`config.mk`:
```
export PLATFORM = sky130hd
export DESIGN_NAME = swi_source_mux
export DESIGN_NICKNAME = d
export VERILOG_FILES = /design/src/rtl/swi_pkg.sv /design/src/rtl/swi_filter.sv /design/src/rtl/swi_source_mux.sv
export SDC_FILE = /design/constraint.sdc
export NUM_CORES = 1
export LEC_CHECK = 0
export CORE_AREA = 5 5 101 79
export CTS_CLUSTER_SIZE = 16
export DETAILED_ROUTE_END_ITERATION = 10
export DIE_AREA = 0 0 106 84
export GPL_TIMING_DRIVEN = 0
export PLACE_DENSITY = 0.8
export REMOVE_ABC_BUFFERS = 1
export SYNTH_ARGS = -nofsm -noshare
export SYNTH_HDL_FRONTEND = slang
export SYNTH_HIERARCHICAL = 1
export SYNTH_SLANG_ARGS = --single-unit
export TNS_END_PERCENT = 10
```
`constraint.sdc`:
```
create_clock -name clk_2 -period 2.6 [get_ports clk_2]
set_clock_uncertainty 0.1 [all_clocks]
set_input_delay 0.26 -clock clk_2 [delete_from_list [all_inputs] [get_ports clk_2]]
set_output_delay 0.26 -clock clk_2 [all_outputs]
set_load 0.1 [all_outputs]
```
`src/rtl/swi_pkg.sv`:
```
// Shared types and default sizing for the switch-input conditioning stage.
package swi_pkg;

    typedef enum logic {
        OWN_PHYS = 1'b0,
        OWN_JTAG = 1'b1
    } owner_t;

    localparam int SWI_NSWI_DEF        = 8;
    localparam int SWI_SYNC_STAGES_DEF = 2;
    localparam int SWI_DEB_CYCLES_DEF  = 4;

endpackage

```
`src/rtl/swi_filter.sv`:
```
// One switch source: flop synchronizer, whole-word stability filter, accepted register.
// accepted/changed are the values being registered at this edge so the arbiter can act in the same cycle.
module swi_filter
    import swi_pkg::*;
#(
    parameter int NSWI        = SWI_NSWI_DEF,
    parameter int SYNC_STAGES = SWI_SYNC_STAGES_DEF,
    parameter int DEB_CYCLES  = SWI_DEB_CYCLES_DEF
) (
    input  logic            clk_2,
    input  logic            reset,
    input  logic [NSWI-1:0] swi_async,
    output logic [NSWI-1:0] accepted,
    output logic            changed
);

    localparam int CW = $clog2(DEB_CYCLES) + 1;
    localparam logic [CW-1:0] CNT_LAST = CW'(DEB_CYCLES - 1);
    localparam logic [CW-1:0] CNT_SAT  = CW'(DEB_CYCLES);

    logic [SYNC_STAGES-1:0][NSWI-1:0] sync_q, sync_d;
    logic [NSWI-1:0] synced;
    logic [NSWI-1:0] cand_q, cand_d;
    logic [NSWI-1:0] acc_q, acc_d;
    logic [CW-1:0]   cnt_q, cnt_d;

    assign synced = sync_q[SYNC_STAGES-1];

    always_comb begin
        sync_d  = {sync_q[SYNC_STAGES-2:0], swi_async};
        cand_d  = cand_q;
        cnt_d   = cnt_q;
        acc_d   = acc_q;
        changed = 1'b0;
        if (synced != cand_q) begin
            cand_d = synced;
            cnt_d  = '0;
        end else if (cnt_q == CNT_LAST) begin
            // Counter parks at CNT_SAT so a held word is accepted only once.
            acc_d   = cand_q;
            cnt_d   = CNT_SAT;
            changed = (cand_q != acc_q);
        end else if (cnt_q < CNT_LAST) begin
            cnt_d = cnt_q + CW'(1);
        end
    end

    always_ff @(posedge clk_2 or posedge reset) begin
        if (reset) begin
            sync_q <= '0;
            cand_q <= '0;
            cnt_q  <= '0;
            acc_q  <= '0;
        end else begin
            sync_q <= sync_d;
            cand_q <= cand_d;
            cnt_q  <= cnt_d;
            acc_q  <= acc_d;
        end
    end

    assign accepted = acc_d;

endmodule

```
`src/rtl/swi_source_mux.sv`:
```
// Picks the physical or JTAG switch word (last writer wins, physical on ties),
// registers it as SWI and produces one-cycle rise/fall pulses per bit.
module swi_source_mux
    import swi_pkg::*;
#(
    parameter int NSWI        = SWI_NSWI_DEF,
    parameter int SYNC_STAGES = SWI_SYNC_STAGES_DEF,
    parameter int DEB_CYCLES  = SWI_DEB_CYCLES_DEF
) (
    input  logic            clk_2,
    input  logic            reset,
    input  logic [NSWI-1:0] swi_phys,
    input  logic [NSWI-1:0] swi_jtag,
    output logic [NSWI-1:0] SWI,
    output logic [NSWI-1:0] swi_rise,
    output logic [NSWI-1:0] swi_fall,
    output logic            owner_jtag
);

    logic [NSWI-1:0] phys_acc, jtag_acc;
    logic            phys_chg, jtag_chg;

    owner_t          state_q, state_d;
    logic [NSWI-1:0] swi_q, swi_d;
    logic [NSWI-1:0] rise_q, rise_d;
    logic [NSWI-1:0] fall_q, fall_d;

    swi_filter #(
        .NSWI        (NSWI),
        .SYNC_STAGES (SYNC_STAGES),
        .DEB_CYCLES  (DEB_CYCLES)
    ) u_filt_phys (
        .clk_2     (clk_2),
        .reset     (reset),
        .swi_async (swi_phys),
        .accepted  (phys_acc),
        .changed   (phys_chg)
    );

    swi_filter #(
        .NSWI        (NSWI),
        .SYNC_STAGES (SYNC_STAGES),
        .DEB_CYCLES  (DEB_CYCLES)
    ) u_filt_jtag (
        .clk_2     (clk_2),
        .reset     (reset),
        .swi_async (swi_jtag),
        .accepted  (jtag_acc),
        .changed   (jtag_chg)
    );

    always_comb begin
        state_d = state_q;
        if (phys_chg) begin
            state_d = OWN_PHYS;
        end else if (jtag_chg) begin
            state_d = OWN_JTAG;
        end
        // Follow the next-state owner so ownership and value move together.
        swi_d  = (state_d == OWN_JTAG) ? jtag_acc : phys_acc;
        rise_d = swi_d & ~swi_q;
        fall_d = ~swi_d & swi_q;
    end

    always_ff @(posedge clk_2 or posedge reset) begin
        if (reset) begin
            state_q <= OWN_PHYS;
            swi_q   <= '0;
            rise_q  <= '0;
            fall_q  <= '0;
        end else begin
            state_q <= state_d;
            swi_q   <= swi_d;
            rise_q  <= rise_d;
            fall_q  <= fall_d;
        end
    end

    assign SWI        = swi_q;
    assign swi_rise   = rise_q;
    assign swi_fall   = fall_q;
    assign owner_jtag = (state_q == OWN_JTAG);

endmodule

```
==> impl_metrics.toml, run 1 <==
[run_status]
status = "complete, no violations"

[clocking]
cts_inserted_buffers = 9
htreeDepth = 3
cts_root_buffer = "clkbuf_8"
clockBufferDepth = 2
clk_latency_ps = 350
clock-sinks = 95
post_cts_buffers = 0
cts_tree = "built"
clkTransAtPathRegs_ps = 80

[global_routing]
grt_pass1_vias = 1995
grt_max_degree = 36
antenna_found_initial = 0
overflow = 0
grt_pass1_wl_mm = 9.75
grt_usage_pct = 14.2

[sta]
fin_crit_ps = 2440
worst_pin_slew_ps = 1010
fmax_mhz = 411
hold_viol_final = 0
slew_headroom_pct = 32.5
maxSlewViolCount = 0
finalCritPeriodShare_pct = 93.7
holdWs_ps = 126
setup_viol = 0
rsz0062_at_grt = "false"

[run]
drv.max_cap_violation_count = 0

[die]
die_h_um = 84
core_area_mm2 = 0.00703
die_x_um = 106
pin_count = 43
dieArea_mm2 = 0.00890
initial_core_util_pct = 52.5
rows = 27

[yosys]
ys_warn_count = 6
yosysSeqAreaShare_pct = 64.4
syn-cell-area_mm2 = 0.00369
ys_types = 23
synth_seq_cells = 95
syn_inst = 262
syn_area_per_cell_um2 = 14.1

[detailed_routing]
wl_per_cell_um = 15.6
drt-pass1-iter-count = 4
drc_errors = 0
via_per_inst = 5.07
ant_nets = 0
vias = 1972
finalWirelength_mm = 6.06
drt_iter0_drc = 65

[pwr]
p_per_area_mw_per_mm2 = 598
peakVddDrop_uv = 439
finalPower_w = 0.00264
leakage_nw = 1.94

[setup_path]
cp_max_fo = 13
slowest_delay_ps = 510
worst-setup-path-type = "register to register"
critPathLaunchType = "register"
arrival_ps = 2570
crit_end = "SWI[1]$_DFF_PP0_"
worstReg2RegStart = "u_filt_jtag/cand_q[3]$_DFFE_PP0P_"
end_kind = "register"
crit_slowest_cell = "nor4_2"
r2r_slack_ps = 160
r2r_cells = 6
path_cells = "xor2_1, nor4_2, nand3_4, a21oi_2, o21ba_4, mux2_2"
crit_start = "u_filt_jtag/cand_q[3]$_DFFE_PP0P_"
r2r_end = "SWI[1]$_DFF_PP0_"
cp.required_ps = 2740

[cells_and_area]
final_common_cell = "dfrtp_1"
layoutNonFillerInstCount = 389
final_cell_mix = "dfrtp_1 (95), clkdlybuf4s50_1 (42), nand2b_1 (32), xor2_1 (32), mux2_2 (21)"
drive_gt1_share_pct = 15.9
diodes = 0
nets = 321
area_growth_pct = 19.3
fin_util_pct = 62.7

[place]
dp.cells = 372
hpwl_mm = 4.22
numPortBuffers = 42
gp_congestion = 0.741

[min_path]
hp-class = "input port to asynchronous set/reset pin"
==> metrics by stage <==
step / cell area, um2 / worst slack (ps) / TNS [ps]
6_report: 4410 / 164 / 0
5_1_grt: 4410 / 47.9 / 0
4_1_cts: 4340 / 46.9 / 0
3_5_place_dp: 4120 / -677 / -13730
3_3_place_gp: 4120 / -599 / -11870
2_1_floorplan: 3590 / -145 / -972
==> cells by family (layout without fill, tap and decap cells) <==
kind of cell    Yosys count  in the layout  share of synthesized area, %
xor+xnor                 32             32                          7.59
mux                      40             40                          12.0
compound gates           13             14                          2.30
buf+inv                  26             65                          3.39
flops                    95             95                          64.4
fa+ha+maj                 4              4                          1.36
simple gates             52             52                          9.01
==> per-layer routing <==
metal	track usage (%)	wire [um]
met1	19.3	2820
met2	21.1	2860
met3	6.19	332
met4	3.53	54
met5	0	0
==> cell usage after synthesis (all sizes together) <==
| cell type | number | area (um2) |
|---|---|---|
| a31oi | 2 | 12.5 |
| a21oi | 4 | 20.0 |
| ha | 4 | 50.1 |
| mux2i | 16 | 160 |
| dfrtp | 95 | 2380 |
| o21ai | 2 | 10.0 |
| mux2 | 24 | 282 |
| nor2 | 6 | 22.5 |
| a2111oi | 2 | 17.5 |
| buf | 3 | 38.8 |
| clkbuf | 16 | 60.1 |
| nand3 | 2 | 20.0 |
| a211oi | 2 | 15.0 |
| xor2 | 32 | 280 |
| nand2b | 32 | 200 |
| inv | 7 | 26.3 |
| o21ba | 1 | 10.0 |
| nor4 | 8 | 75.1 |
| nand2 | 4 | 15.0 |
==> worst min path at each step <==
stage	depth (start not counted)	slack [ps]	endpoint	from
CTS	1	220	u_filt_jtag/sync_d[12]$_DFF_PP0_	swi_jtag[4]
detailed placement	0	240	u_filt_jtag/synced[4]$_DFF_PP0_	u_filt_jtag/sync_d[12]$_DFF_PP0_
global placement	0	230	u_filt_jtag/synced[7]$_DFF_PP0_	u_filt_jtag/sync_d[15]$_DFF_PP0_
global route	2	140	u_filt_phys/acc_q[7]$_DFF_PP0_	reset
finish	2	130	u_filt_phys/acc_q[7]$_DFF_PP0_	reset
floorplan	1	190	SWI[0]$_DFF_PP0_	reset
==> what timing repair did <==
item	4_1_cts	5_1_grt
resized for setup	2	2
pin swaps	1	0
endpoints found under the hold margin	0	0
gates cloned	1	0
hold buffers	0	0
endpoints found under the setup margin	25	19
==> where the power goes <==
group          switching [W]  leakage (nW)  internal (W)
Combinational      0.0000546         0.622     0.0000496
Sequential         0.0000258          1.22       0.00151
Clock               0.000463        0.0982      0.000530
==> final cells by class <==
cell class,count,area [um2]
clock inverters,4,72.6
repair buffers,44,475
well taps,87,109
multi-input cells,142,1220
clock buffers,10,128
flip-flops and latches,95,2380
fillers,542,2620
inverters,7,26.3
==> worst max-delay path, delay by kind of cell (launching register included) <==
family	cells	cell delay, ps
simple gates	2	740
compound gates	2	520
flops	1	420
mux	1	380
xor+xnor	1	160
(Power assumes the default switching activity.)
==> run 2: changes to the inputs <==
--- a/config.mk
+++ b/config.mk
@@ -5,13 +5,15 @@
 export SDC_FILE = /design/constraint.sdc
 export NUM_CORES = 1
 export LEC_CHECK = 0
-export CORE_AREA = 5 5 101 79
+export CORE_AREA = 5 5 98 77
 export CTS_CLUSTER_SIZE = 16
 export DETAILED_ROUTE_END_ITERATION = 10
-export DIE_AREA = 0 0 106 84
+export DIE_AREA = 0 0 103 82
+export GPL_ROUTABILITY_DRIVEN = 1
 export GPL_TIMING_DRIVEN = 0
-export PLACE_DENSITY = 0.8
+export PLACE_DENSITY = 0.84
 export REMOVE_ABC_BUFFERS = 1
+export SLEW_MARGIN = 10
 export SYNTH_ARGS = -nofsm -noshare
 export SYNTH_HDL_FRONTEND = slang
 export SYNTH_HIERARCHICAL = 1
==> constraint.sdc (replaced) <==
create_clock -name clk_2 -period 3.1 [get_ports clk_2]
set_clock_uncertainty 0.1 [all_clocks]
set_input_delay 0.31 -clock clk_2 [delete_from_list [all_inputs] [get_ports clk_2]]
set_output_delay 0.31 -clock clk_2 [all_outputs]
set_load 0.1 [all_outputs]
==> impl_metrics.toml, run 2 (synthesis gave the netlist of run 1 again) <==
[setup_path]
critPathLaunchType = "register"
end_kind = "register"
path_buf_inv = 0
crit_slowest_cell = "o21ba_2"
slowest_delay_ps = 700
path_cells = "xor2_1, nor4_2, nand3_2, a21oi_1, o21ba_2, mux2_2"
cp_max_fo = 25
critical-path-top-delay-family = "compound AO/OA/AOI/OAI gates"
arrival_ps = 3000
worst-setup-path-type = "register to register"
cp.required_ps = 3240
crit_start = "u_filt_jtag/cand_q[0]$_DFFE_PP0P_"
worstReg2RegStart = "u_filt_jtag/cand_q[0]$_DFFE_PP0P_"

[sta]
worst_pin_slew_ps = 1000
slew_headroom_pct = 33.0
fmax_mhz = 350
rsz0062_at_grt = "false"
hold_viol_final = 0
fin_crit_ps = 2860
finalCritPeriodShare_pct = 92.2
maxSlewViolCount = 0
setup_viol = 0
fin_ws_ps = 241
fin_tns_setup_ps = 0

[clocking]
clock-sinks = 95
clockBufferDepth = 2
cts_resized = 1
clkTransAtPathRegs_ps = 90
cts_inserted_buffers = 9
htreeDepth = 3
clk_latency_ps = 360
cts_tree = "built"
cts_root_buffer = "clkbuf_8"
post_cts_buffers = 0
ctsHoldBuffers = 0

[global_routing]
grt_pass1_wl_mm = 10.1
antenna_found_initial = 0
grt_max_degree = 36
grt_usage_pct = 16.5
grt_pass1_vias = 2087
overflow = 0

[die]
pin_count = 43
initial_core_util_pct = 56.2
die_x_um = 103
die_h_um = 82
rows = 26
core_area_mm2 = 0.00657
dieArea_mm2 = 0.00845

[cells_and_area]
final_cell_mix = "dfrtp_1 (95), clkdlybuf4s50_1 (42), nand2b_1 (32), xor2_1 (32), mux2_2 (21)"
nFillCells = 474
diodes = 0
nets = 318
seqCellArea_mm2 = 0.00238
drive_gt1_share_pct = 15.3
final_common_cell = "dfrtp_1"
multi_input_area_mm2 = 0.00119
area_growth_pct = 17.3
layoutNonFillerInstCount = 384

[place]
gp_congestion = 0.729
dp_slack_ps = -155
dp.cells = 369
numPortBuffers = 42
hpwl_mm = 4.22

[detailed_routing]
drc_errors = 0
drt_iter0_drc = 73
finalWirelength_mm = 5.88
ant_nets = 0
drt-pass1-iter-count = 4
wl_per_cell_um = 15.3
via_per_inst = 5.02
vias = 1926

[run]
drv.max_cap_violation_count = 0

[pwr]
peakVddDrop_uv = 327
leakage_nw = 1.92
p_per_area_mw_per_mm2 = 515

[min_path]
hp-class = "register to register"
min-delay-start = "u_filt_jtag/sync_d[8]$_DFF_PP0_"

[run_status]
status = "complete, no violations"
## run 2: per-stage QoR
stage,instance area (um2),hold WS [ps],total power [W],util (%)
floorplan,3590,231,0.00136,-
detailed placement,4120,235,0.00140,62.7
global placement,4120,232,0.00139,62.7
CTS,4330,246,0.00226,65.9
global route,4330,247,0.00233,65.9
finish,4330,244,0.00223,65.9
## run 2: layout make-up
class                           count  area share [%]
Inverter                            7           0.607
Tap cell                           84            2.43
Clock inverter                      3            1.56
Sequential cell                    95            54.9
Multi-Input combinational cell    141            27.5
Timing Repair Buffer               42            9.71
Clock buffer                       12            3.35
## run 2: final timing paths
check / slack [ps] / depth (start not counted) / end
max: 240 / 6 / SWI[2]$_DFF_PP0_
min: 240 / 0 / u_filt_jtag/synced[0]$_DFF_PP0_
max reg2reg: 240 / 6 / SWI[2]$_DFF_PP0_
min reg2reg: 240 / 0 / u_filt_jtag/synced[0]$_DFF_PP0_
max in group asynchronous: 1850 / 2 / swi_rise[4]$_DFF_PP0_
min in group asynchronous: 350 / 2 / u_filt_phys/sync_d[10]$_DFF_PP0_
## run 2: routing by layer
layer,vias to the layer above,track usage (%),share of wire [%]
met4,0,6.60,1.5
met1,949,20.9,45
met3,9,6.54,5.6
li1,928,-,-
met5,-,0,0
met2,40,25.5,48
## run 2: power by group
group | internal [W] | switching, W
Combinational | 0.0000346 | 0.0000425
Clock | 0.000473 | 0.000388
Sequential | 0.00127 | 0.0000228
Total | 0.00178 | 0.000453
